==> config.mk <==
export PLATFORM = sky130hd
export DESIGN_NAME = wb_stage
export DESIGN_NICKNAME = d
export VERILOG_FILES = /design/src/rtl/wb_pkg.sv /design/src/rtl/wb_load_align.sv /design/src/rtl/wb_stage.sv
export SDC_FILE = /design/constraint.sdc
export NUM_CORES = 1
export LEC_CHECK = 0
export BUFFER_PORTS_ARGS = -buffer_cell sky130_fd_sc_hd__buf_2
export CELL_PAD_IN_SITES_DETAIL_PLACEMENT = 1
export CELL_PAD_IN_SITES_GLOBAL_PLACEMENT = 1
export CORE_MARGIN = 2
export CORE_UTILIZATION = 47
export CTS_CLUSTER_DIAMETER = 60
export CTS_CLUSTER_SIZE = 16
export DETAILED_ROUTE_END_ITERATION = 16
export PLACE_DENSITY_LB_ADDON = 0.1
export SLEW_MARGIN = 20
export SYNTH_ARGS = -nofsm -noshare
export SYNTH_HDL_FRONTEND = slang
export SYNTH_SLANG_ARGS = --single-unit
export TNS_END_PERCENT = 5
==> constraint.sdc <==
create_clock -name clk -period 6 [get_ports clk]
set_input_delay 0 -clock clk [delete_from_list [all_inputs] [get_ports clk]]
set_output_delay 0 -clock clk [all_outputs]
set_load 0.05 [all_outputs]
==> src/rtl/wb_pkg.sv <==
// Shared types and widths for the MIPS writeback stage.
// Load opcode encoding, buffered entry layout and register-bus widths.
package wb_pkg;

    localparam int WB_DATA_W = 32;
    localparam int WB_ADDR_W = 5;
    localparam int WB_LDOP_W = 3;

    typedef enum logic [2:0] {
        LD_NONE = 3'd0,
        LD_LB   = 3'd1,
        LD_LBU  = 3'd2,
        LD_LH   = 3'd3,
        LD_LHU  = 3'd4,
        LD_LW   = 3'd5
    } ldop_e;

    typedef struct packed {
        logic                 wreg;
        logic [WB_ADDR_W-1:0] waddr;
        logic [WB_DATA_W-1:0] wdata;
    } wb_entry_t;

endpackage

==> src/rtl/wb_load_align.sv <==
// Load-data lane extraction with sign/zero extension; purely combinational.
// Little-endian: byte k lives in memdata[8k+7:8k]; halfword chosen by addr_lo[1].
module wb_load_align
    import wb_pkg::*;
#(
    parameter int DATA_W = WB_DATA_W
) (
    input  logic [WB_LDOP_W-1:0] ldop,
    input  logic [1:0]           addr_lo,
    input  logic [DATA_W-1:0]    memdata,
    input  logic [DATA_W-1:0]    alures,
    output logic [DATA_W-1:0]    wdata_final
);

    logic [7:0]  byte_s;
    logic [15:0] half_s;

    // Select the addressed byte and halfword lanes.
    always_comb begin
        byte_s = 8'h00;
        half_s = 16'h0000;
        case (addr_lo)
            2'd0:    byte_s = memdata[7:0];
            2'd1:    byte_s = memdata[15:8];
            2'd2:    byte_s = memdata[23:16];
            2'd3:    byte_s = memdata[31:24];
            default: byte_s = 8'h00;
        endcase
        if (addr_lo[1]) begin
            half_s = memdata[31:16];
        end else begin
            half_s = memdata[15:0];
        end
    end

    // Extend the selected lane; reserved opcodes fall back to the ALU result.
    always_comb begin
        wdata_final = alures;
        case (ldop_e'(ldop))
            LD_LB:   wdata_final = {{(DATA_W-8){byte_s[7]}}, byte_s};
            LD_LBU:  wdata_final = {{(DATA_W-8){1'b0}}, byte_s};
            LD_LH:   wdata_final = {{(DATA_W-16){half_s[15]}}, half_s};
            LD_LHU:  wdata_final = {{(DATA_W-16){1'b0}}, half_s};
            LD_LW:   wdata_final = memdata;
            default: wdata_final = alures;
        endcase
    end

endmodule

==> src/rtl/wb_stage.sv <==
// MIPS writeback stage: small retire FIFO feeding a registered GPR write port.
// Optional WB_STAT_EN adds o_wr_cnt, a wrapping count of issued register writes.
module wb_stage
    import wb_pkg::*;
#(
    parameter int DEPTH  = 2,
    parameter int DATA_W = WB_DATA_W,
    parameter int ADDR_W = WB_ADDR_W
) (
    input  logic                 clk,
    input  logic                 rst,
    input  logic                 i_valid,
    output logic                 o_ready,
    input  logic                 i_wreg,
    input  logic [ADDR_W-1:0]    i_waddr,
    input  logic [DATA_W-1:0]    i_alures,
    input  logic [DATA_W-1:0]    i_memdata,
    input  logic [WB_LDOP_W-1:0] i_ldop,
    input  logic [1:0]           i_addr_lo,
    input  logic                 i_hold,
    output logic                 o_we,
    output logic [ADDR_W-1:0]    o_waddr,
    output logic [DATA_W-1:0]    o_wdata
`ifdef WB_STAT_EN
    ,
    output logic [31:0]          o_wr_cnt
`endif
);

    localparam int PTR_W = (DEPTH > 1) ? $clog2(DEPTH) : 1;
    localparam int CNT_W = $clog2(DEPTH) + 1;

    logic [DATA_W-1:0] wdata_final_s;
    logic              wreg_mem_r  [DEPTH];
    logic [ADDR_W-1:0] waddr_mem_r [DEPTH];
    logic [DATA_W-1:0] wdata_mem_r [DEPTH];
    logic [PTR_W-1:0]  wr_ptr_r;
    logic [PTR_W-1:0]  rd_ptr_r;
    logic [CNT_W-1:0]  count_r;
    logic [CNT_W-1:0]  count_next_s;
    logic              push_s;
    logic              pop_s;
    logic              we_next_s;

    wb_load_align #(
        .DATA_W (DATA_W)
    ) u_align (
        .ldop        (i_ldop),
        .addr_lo     (i_addr_lo),
        .memdata     (i_memdata),
        .alures      (i_alures),
        .wdata_final (wdata_final_s)
    );

    // Ready comes from the registered occupancy only, so MEM sees no loop through i_valid.
    assign o_ready = (count_r != CNT_W'(DEPTH));

    // Handshake, occupancy update and write qualification for the head entry.
    always_comb begin
        push_s       = i_valid && o_ready;
        pop_s        = (count_r != {CNT_W{1'b0}}) && !i_hold;
        count_next_s = count_r;
        if (push_s && !pop_s) begin
            count_next_s = count_r + CNT_W'(1'b1);
        end else if (pop_s && !push_s) begin
            count_next_s = count_r - CNT_W'(1'b1);
        end else begin
            count_next_s = count_r;
        end
        we_next_s = pop_s && wreg_mem_r[rd_ptr_r]
                    && (waddr_mem_r[rd_ptr_r] != {ADDR_W{1'b0}});
    end

    // Entry storage; contents are only meaningful under count_r, so no reset needed.
    always_ff @(posedge clk) begin
        if (push_s) begin
            wreg_mem_r[wr_ptr_r]  <= i_wreg;
            waddr_mem_r[wr_ptr_r] <= i_waddr;
            wdata_mem_r[wr_ptr_r] <= wdata_final_s;
        end
    end

    // Pointers and occupancy; DEPTH is a power of two so pointers wrap naturally.
    always_ff @(posedge clk or negedge rst) begin
        if (!rst) begin
            wr_ptr_r <= {PTR_W{1'b0}};
            rd_ptr_r <= {PTR_W{1'b0}};
            count_r  <= {CNT_W{1'b0}};
        end else begin
            if (push_s) begin
                wr_ptr_r <= wr_ptr_r + PTR_W'(1'b1);
            end
            if (pop_s) begin
                rd_ptr_r <= rd_ptr_r + PTR_W'(1'b1);
            end
            count_r <= count_next_s;
        end
    end

    // Register-file write port; address/data keep their last popped values when idle.
    always_ff @(posedge clk or negedge rst) begin
        if (!rst) begin
            o_we    <= 1'b0;
            o_waddr <= {ADDR_W{1'b0}};
            o_wdata <= {DATA_W{1'b0}};
        end else begin
            o_we <= we_next_s;
            if (pop_s) begin
                o_waddr <= waddr_mem_r[rd_ptr_r];
                o_wdata <= wdata_mem_r[rd_ptr_r];
            end
        end
    end

`ifdef WB_STAT_EN
    // Count each edge on which a register write is issued.
    always_ff @(posedge clk or negedge rst) begin
        if (!rst) begin
            o_wr_cnt <= 32'd0;
        end else if (we_next_s) begin
            o_wr_cnt <= o_wr_cnt + 32'd1;
        end
    end
`endif

endmodule

Word level (Yosys, flattened, before mapping)
Memories as Yosys holds them, arrays and structs flattened. A register that Yosys moved wholly into a read port is not among the register bits.
Cells that the tools add are included.
{"block": "op_classes", "add_sub_neg": 4, "n_eq_ne": 9, "mux": 7, "reduce_logical": 14}
{"operator": "$pmux 32 s5", "n": 1}
{"operator": "$pmux 8 s4", "n": 1}
{"operator": "$mux 16", "n": 1}
{"operator": "$eq 3x2->1 const B", "n": 2}
{"operator": "$eq 3x3->1 const B", "n": 2}
{"operator": "$logic_and 1x1->1", "n": 6}
{"operator": "$reduce_bool 5->1", "n": 1}
{"operator": "$eq 2x2->1 const B", "n": 2}
{"operator": "$logic_not 1->1", "n": 4}
{"operator": "$mux 2", "n": 2}
{"operator": "$reduce_bool 2->1", "n": 2}
{"operator": "$eq 3x1->1 const B", "n": 1}
{"operator": "$add 1x1->1 const B", "n": 2}
{"operator": "$add 2x1->2 const B", "n": 1}
{"operator": "$eq 2x1->1 const B", "n": 1}
{"operator": "$logic_not 2->1", "n": 1}
{"operator": "$mux 1", "n": 2}
{"operator": "$ne 2x2->1 const B", "n": 1}
{"operator": "$sub 2x1->2 const B", "n": 1}
{"block": "totals", "reg_bits": 10, "mem_bits_rw": 76, "inputBits": 79, "out_inout_bits": 39, "mem_count": 3}
{"memory": "wdata_mem_r", "depth": 2, "width": 32, "read_ports": 1, "rd_ports_with_merged_regs": 1, "write_ports": 1, "line": "wb_stage.sv:36", "text": "logic [DATA_W-1:0] wdata_mem_r [DEPTH];"}
{"memory": "waddr_mem_r", "depth": 2, "width": 5, "read_ports": 1, "rd_ports_with_merged_regs": 0, "write_ports": 1, "line": "wb_stage.sv:35", "text": "logic [ADDR_W-1:0] waddr_mem_r [DEPTH];"}
{"memory": "wreg_mem_r", "depth": 2, "width": 1, "read_ports": 1, "rd_ports_with_merged_regs": 0, "write_ports": 1, "line": "wb_stage.sv:34", "text": "logic wreg_mem_r [DEPTH];"}

Longest topological paths before layout
Gate-level depths: netlist (run 1).
{"block": "logic_depth", "word_depth": 6, "mapped_depth": 7, "mapped_depth_nobuf": 7}

Cells and area by module
From an unflattened synthesis (run 1), not the netlist that was laid out.
{"block": "hier_totals", "hier_cells": 443, "area_unflattened_um2": 5622.9}
{"mod": "wb_stage", "n_inst": 1, "cells_per_inst": 261, "area_each_um2": 4271.6}
{"mod": "wb_load_align", "n_inst": 1, "cells_per_inst": 182, "area_each_um2": 1351.3}

Worst setup path before layout (run 1)
Ideal clock, no wire load.
{"block": "synth_path", "kind": "flip-flop to flip-flop", "start": "register count_r[0]", "end": "memory waddr_mem_r[0][0] (netlist name) (enable)", "setup_ns": 0.433, "t_arrival_ns": 2.680, "required_time_ns": 5.567, "path_slack_ns": 2.887, "stages_incl_launch_ff": 4, "cell_sequence": "dfrtp_1 > nand2b_1 > nand2_1 > nor2_1"}
{"block": "synth_via", "elab_chain_len": 4}
{"item": "from (decl)", "line": "wb_stage.sv:39", "text": "logic [CNT_W-1:0] count_r;"}
{"item": "from (signal assigned)", "line": "wb_stage.sv:88", "text": "count_r <= {CNT_W{1'b0}};"}
{"item": "from (signal assigned)", "line": "wb_stage.sv:96", "text": "count_r <= count_next_s;"}
{"item": "$ne 2x2->1", "line": "wb_stage.sv:56", "text": "assign o_ready = (count_r != CNT_W'(DEPTH));"}
{"item": "via o_ready", "line": "wb_stage.sv:13", "text": "output logic o_ready,"}
{"item": "$logic_and 1x1->1", "line": "wb_stage.sv:60", "text": "push_s = i_valid && o_ready;"}
{"item": "$mux 1", "line": "wb_stage.sv:76", "text": "if (push_s) begin"}
{"item": "$mux 1 (implied by the code)", "line": "wb_stage.sv:78", "text": "waddr_mem_r[wr_ptr_r] <= i_waddr;"}
{"item": "to (decl)", "line": "wb_stage.sv:35"}
The timed path passes the listed nets, and every way through them passes these cells.

Worst setup path in the final report (run 1)
{"block": "layout_path", "start": "input i_addr_lo[1]", "end": "memory wdata_mem_r[1][22] (netlist name) (data pin)"}
{"block": "layout_via", "elab_chain_len": 3, "elab_cells_between_ends": 7, "cone_classes": "eq/ne: 3; mux: 3; reduce/logical: 1"}
{"item": "from (decl)", "line": "wb_stage.sv:19", "text": "input logic [1:0] i_addr_lo,"}
{"item": "$eq 2x2->1, or another cell as far along", "line": "wb_load_align.sv:22", "text": "case (addr_lo)"}
{"item": "$pmux 8 s4", "line": "wb_load_align.sv:22"}
{"item": "$pmux 32 s5 *", "line": "wb_load_align.sv:39", "text": "case (ldop_e'(ldop))"}
{"item": "via u_align.wdata_final[22]", "line": "wb_load_align.sv:12", "text": "output logic [DATA_W-1:0] wdata_final"}
{"item": "to (decl)", "line": "wb_stage.sv:36"}
Mark *: on every way through the listed nets, which the timed path passes. The rest lies on a longest branch.

==> impl_metrics.json, run 1 <==
{
  "crit_required_ns": 6.15,
  "hold_depth": 3,
  "worstPathArrival_ns": 2.63,
  "grt_max_degree": 52,
  "cts_root_buffer": "clkbuf_16",
  "synth.yosys.warnings": 0,
  "synth_commonest_cells": "edfxtp_1, nand2_1, o21ai_0",
  "r2r_start": "count_r[0]",
  "hold_path_end": "wdata_mem_r[1][24]",
  "viasPerCell": 5.81,
  "ant_nets": 0,
  "synth.avg_cell_area_um2": 11.8,
  "async_flop_share_pct": 35.6,
  "tns_ns": 0,
  "syn-num-nets": 559,
  "synthTopCellsByArea": "edfxtp_1, dfrtp_1, mux2i_1",
  "cp-start-kind": "primary input",
  "grt_usage_pct": 26.4,
  "io_buffers": 117,
  "rsz0062_at_grt": "false",
  "h-tree-depth": 4,
  "clk_pin_slew_worst_paths_ns": 0.06,
  "whs_ns": 0.0135,
  "die_h_um": 114,
  "cts_setup_buffers": 0,
  "dr.pass1.iters": 5,
  "utilization_pct": 60.9,
  "cts.sinks": 118,
  "slew_viol_final": 0,
  "setup_viol": 0,
  "num_rows": 40,
  "synth_top_area_share_pct": 40.3,
  "crit_fanout": 31,
  "hold_viol_final": 0,
  "cts_resized": 0,
  "setup.worst_path.end_class": "register",
  "finalWirelength_mm": 16.3,
  "fin_area_mm2": 0.00722,
  "drive_above_1_share_pct": 27.2,
  "min_from": "i_alures[24]",
  "cts_buffer_depth": 2,
  "synthFlopType": "edfxtp_1",
  "fp.dieW_um": 114,
  "synth-seq-cells": 118,
  "reg2reg_setup_slack_ns": 4.07,
  "powerDensity_mw_per_mm2": 492,
  "yosysMostFrequentCell": "edfxtp_1",
  "post_drt_wl_per_cell_um": 20.9,
  "min_period_ns": 2.48,
  "clock-skew-final_ns": 0.00425,
  "netlist_instances": 479,
  "synth_area_mm2": 0.00566,
  "finalPower_uw": 3550,
  "syn_to_final_growth_pct": 27.6,
  "leakagePower_uw": 0.00298,
  "reg2reg_to": "wdata_mem_r[1][19]",
  "yosysSeqAreaShare_pct": 58.9,
  "route.detailed.drc": 0,
  "overflow": 0,
  "reg2reg_depth": 2,
  "via_count": 4524,
  "numCtsBuffers": 17,
  "clock.fmax_ghz": 0.404,
  "fin_crit_sh_pct": 41.3,
  "synth_edf_count": 76,
  "peakVddDrop_mv": 0.167,
  "core_area_mm2": 0.0119,
  "cts_tree": "built",
  "yosys.area.top_type": "edfxtp_1",
  "start_util_pct": 47.7,
  "cap_violations": 0,
  "dpl-instance-area_mm2": 0.00633,
  "status": "finished clean",
  "grt_pass1_wl_mm": 25.5,
  "crit_type": "primary input to register",
  "insertion_delay_ns": 0.41,
  "hpwl_mm": 10.5,
  "drt_iter0_markers": 299,
  "diodes": 0,
  "worst_pin_slew_ns": 1.09,
  "top_level_ports": 118,
  "first_global_vias": 4714,
  "antenna_found_initial": 0,
  "dieArea_mm2": 0.0129,
  "ys_types": 51,
  "slew_headroom_pct": 27.0,
  "gp_congestion": 0.892,
  "hold_path.class": "primary input to register",
  "final_nets": 699
}
==> area by class of cell <==
| cell class | instances | area, um^2 |
|---|---|---|
| sequential | 118 | 3330 |
| multi-input combinational | 324 | 2150 |
| fill | 1261 | 4640 |
| inverter | 6 | 22.5 |
| clock inverter | 15 | 156 |
| tap | 147 | 184 |
| timing repair buffer | 152 | 946 |
| clock buffer | 17 | 425 |
==> what timing repair did <==
action	CTS	global route
endpoints found under the hold margin	95	0
setup endpoints to repair	0	0
hold buffers	31	0
==> where the power goes <==
part           leakage (uW)  total, uW  switching (uW)  internal, uW
Sequential          0.00123       1280             115          1170
Combinational       0.00148       1280             930           347
Clock              0.000273        989             378           611
==> metrics by stage <==
stage	worst slack (ns)	cells
2_1_floorplan	2.89	479
3_3_place_gp	3.71	715
3_5_place_dp	3.64	716
4_1_cts	3.56	779
5_1_grt	3.36	779
6_report	3.52	779
==> critical path, stage by stage <==
cell	delay (ns)
buf_2	0.54
mux4_2	0.62
nor2_2	0.20
nor3_2	0.08
a21oi_4	0.45
a21oi_1	0.13
dlygate4sd3_1	0.61
==> worst max path at each step <==
| stage | startpoint | endpoint | slack [ns] | cells after the start |
|---|---|---|---|---|
| final | i_addr_lo[1] | wdata_mem_r[1][22] | 3.52 | 7 |
| after global placement | i_addr_lo[1] | wdata_mem_r[0][19] | 3.71 | 6 |
| after detailed placement | i_addr_lo[1] | wdata_mem_r[1][16] | 3.64 | 6 |
| after CTS | i_addr_lo[1] | wdata_mem_r[0][17] | 3.56 | 7 |
| after floorplan | count_r[0] | waddr_mem_r[0][0] | 2.89 | 3 |
| after global routing | i_addr_lo[1] | wdata_mem_r[0][17] | 3.36 | 7 |
==> layer usage <==
| metal | wire [um] | global-route usage, % | vias to the layer above |
|---|---|---|---|
| li1 | - | - | 2066 |
| met1 | 6920 | 34.8 | 2236 |
| met2 | 7780 | 42.2 | 187 |
| met3 | 1080 | 5.31 | 35 |
| met4 | 497 | 12.8 | 0 |
| met5 | 0 | 0 | - |
==> sequential cells by signal, indices dropped and copies added (netlist names) <==
register	flops
count_r	2
o_waddr	5
o_wdata	32
o_we	1
rd_ptr_r	1
waddr_mem_r	10
wdata_mem_r	64
wr_ptr_r	1
wreg_mem_r	2
==> cells in the final DEF, fill, tap and decap left out, types with 3 or more instances in the layout <==
cell type | netlist | routed
clkinv_4 | 0 | 4
o22a_1 | 8 | 8
edfxtp_1 | 76 | 76
clkinvlp_4 | 0 | 4
clkbuf_16 | 0 | 17
buf_4 | 4 | 3
o21ai_0 | 51 | 51
nor3_1 | 7 | 7
o22ai_1 | 9 | 9
mux4_1 | 4 | 4
buf_2 | 10 | 117
xnor2_1 | 3 | 3
dlygate4sd3_1 | 0 | 31
xor2_1 | 3 | 3
nor2b_1 | 7 | 7
nor2_1 | 33 | 32
mux2i_1 | 47 | 47
a21oi_2 | 2 | 3
inv_1 | 5 | 5
o2bb2ai_1 | 6 | 6
nand2_1 | 66 | 66
a211oi_1 | 7 | 7
dfrtp_1 | 42 | 41
a21oi_1 | 37 | 36
mux4_2 | 3 | 3
==> cell families after synthesis <==
logic type	Yosys count	share of synthesized area, %
muxes	54	11.4
adders and majority gates	2	0.398
DFF	118	58.9
xor gates and xnor gates	6	0.929
AOI/OAI and AO/OA	138	15.5
and+or+nand+nor	124	9.38
buffers and inverters	37	3.49
No activity file was read; power rests on OpenSTA's default activity.
==> run 2, diff against run 1 <==
CORE_UTILIZATION = 39   (was 47)
clock period = 2.2 ns   (was 6 ns; I/O delays follow)
==> run 2 against run 1 <==
Compared with the run above:
- utilization fell by 8.8 points
- combinational power rose to 2.7 times the previous value
- largest power group unchanged
- design area rose by 3.6%
- die area rose by 20%
- wire length rose by 1.7%
- critical endpoint is now wdata_mem_r[1][17]
- clock skew rose by 0.0089 ns
- critical path type unchanged
- clock power rose to 3.0 times the previous value
- via count fell by 2.8%
- first-iteration DRC count rose by 6.0%
- non-clock buffer count rose by 14
==> impl_metrics.json, run 2 (synthesized netlist as in run 1, its figures left out) <==
{
  "core_area_mm2": 0.0144,
  "insertion_delay_ns": 0.43,
  "first_global_vias": 4619,
  "ant_nets": 0,
  "clk_pin_slew_worst_paths_ns": 0.05,
  "via_count": 4397,
  "crit_fanout": 9,
  "cts_tree": "built",
  "hold_viol_final": 0,
  "reg_top3": "wdata_mem_r x64, o_wdata x32, waddr_mem_r x10",
  "rsz0062_at_grt": "false",
  "crit_required_ns": 2.36,
  "gp_congestion": 0.882,
  "min_period_ns": 1.90,
  "cts_buffer_depth": 2,
  "drt_iter0_markers": 317,
  "fin_cells": 830,
  "cap_violations": 0,
  "viasPerCell": 5.30,
  "grt_pass1_wl_mm": 25.9,
  "setup.worst_path.end_class": "register",
  "overflow": 0,
  "final_nets": 713,
  "status": "finished clean",
  "whs_ns": 0.0166,
  "powerDensity_mw_per_mm2": 1330,
  "numCtsBuffers": 17,
  "num_rows": 44,
  "clock.fmax_ghz": 0.526,
  "io_buffers": 117,
  "final_common_cell": "buf_2",
  "fin_crit_sh_pct": 86.4,
  "dp.cells": 769,
  "fin_area_mm2": 0.00748,
  "utilization_pct": 52.0,
  "met3_length_um": 958,
  "drive_above_1_share_pct": 28.6,
  "hpwl_mm": 11.7,
  "wl_met1_mm": 7.78,
  "grt_max_degree": 77,
  "final_cell_mix": "buf_2, edfxtp_1, nand2_1, o21ai_0, mux2i_1",
  "syn_to_final_growth_pct": 32.1,
  "route.detailed.drc": 0,
  "finalPower_uw": 9960,
  "finalWirelength_mm": 16.6,
  "cts.sinks": 118,
  "start_util_pct": 39.4,
  "top_layer": "met4",
  "dr.pass1.iters": 4,
  "fill_cells": 1538,
  "regMostFlops": "wdata_mem_r",
  "post_drt_wl_per_cell_um": 19.9,
  "slew_headroom_pct": 62.5,
  "hold_path.class": "primary input to register",
  "fp.dieW_um": 124,
  "clock-skew-final_ns": 0.0132,
  "leakagePower_uw": 0.00310,
  "top_level_ports": 118,
  "largest_reg_flops": 64,
  "dieArea_mm2": 0.0155,
  "worstPathArrival_ns": 2.06,
  "diodes": 0,
  "crit_type": "primary input to register",
  "slew_viol_final": 0,
  "h-tree-depth": 4,
  "cts_root_buffer": "clkbuf_16",
  "cts_setup_buffers": 0,
  "die_h_um": 124,
  "worst_pin_slew_ns": 0.548,
  "dpl-instance-area_mm2": 0.00656,
  "peakVddDrop_mv": 0.595,
  "met2WireLength_mm": 7.61,
  "setup_viol": 0,
  "antenna_found_initial": 0,
  "grt_usage_pct": 22.0,
  "cp-start-kind": "primary input"
}
run 2: cell types whose count changed in the layout (fill, tap and decap cells not counted), moves of 2 or more:
cell           change
clkbuf_8           +3
buf_12             +7
clkinv_4           -4
buf_4             +10
inv_6              -2
dlygate4sd3_1      -2
clkbuf_1           +4
run 2: per-stage QoR:
step / worst slack [ns] / TNS, ns
finish: 0.299 / 0
CTS: 0.335 / 0
floorplan: -0.122 / -4.64
global placement: 0.380 / 0
detailed placement: 0.335 / 0
global route: 0.263 / 0
run 2: power breakdown:
part	internal, uW	leakage, uW	switching [uW]
Combinational	1050	0.00158	2450
Sequential	3180	0.00123	366
Clock	1940	0.000295	981
Total	6170	0.00310	3800
run 2: final timing paths:
| check | startpoint | endpoint | slack (ns) | cells after the start |
|---|---|---|---|---|
| max | i_addr_lo[1] | wdata_mem_r[1][17] | 0.30 | 8 |
| max in group asynchronous | rst | o_wdata[15] | 1.39 | 3 |
| min in group asynchronous | rst | o_wdata[4] | 0.09 | 2 |
| min | i_alures[5] | wdata_mem_r[1][5] | 0.02 | 2 |
| max reg2reg | count_r[0] | wdata_mem_r[1][17] | 0.58 | 3 |
| min reg2reg | o_wdata[3] | o_wdata[3] | 0.47 | 2 |
run 2: area by class of cell:
type                    instances  area [um^2]  area share (%)
clock buffers                  25          507            6.78
clock inverters                 7          118            1.57
flip-flops and latches        118         3330            44.6
well taps                     184          230            3.08
repair buffers                166         1110            14.9
multi-input cells             324         2150            28.8
inverters                       6         22.5           0.301
run 2: worst max-delay path, cell delays in order:
cell and delay (ns):
buf_2 0.13, mux4_2 0.54, nor2_2 0.19, nor3_2 0.08, a21oi_4 0.23, buf_4 0.22
a21oi_1 0.08, dlygate4sd3_1 0.58
run 2: repair_timing:
| item | in CTS | in global routing |
|---|---|---|
| resized for setup | 0 | 0 |
| hold buffers | 29 | 0 |
| endpoints found under the hold margin | 67 | 0 |
run 2: layer usage:
metal	global-route usage (%)	up-vias
met5	0	-
met4	6.01	0
met3	5.67	17
met2	34.1	141
met1	30.8	2147
li1	-	2092
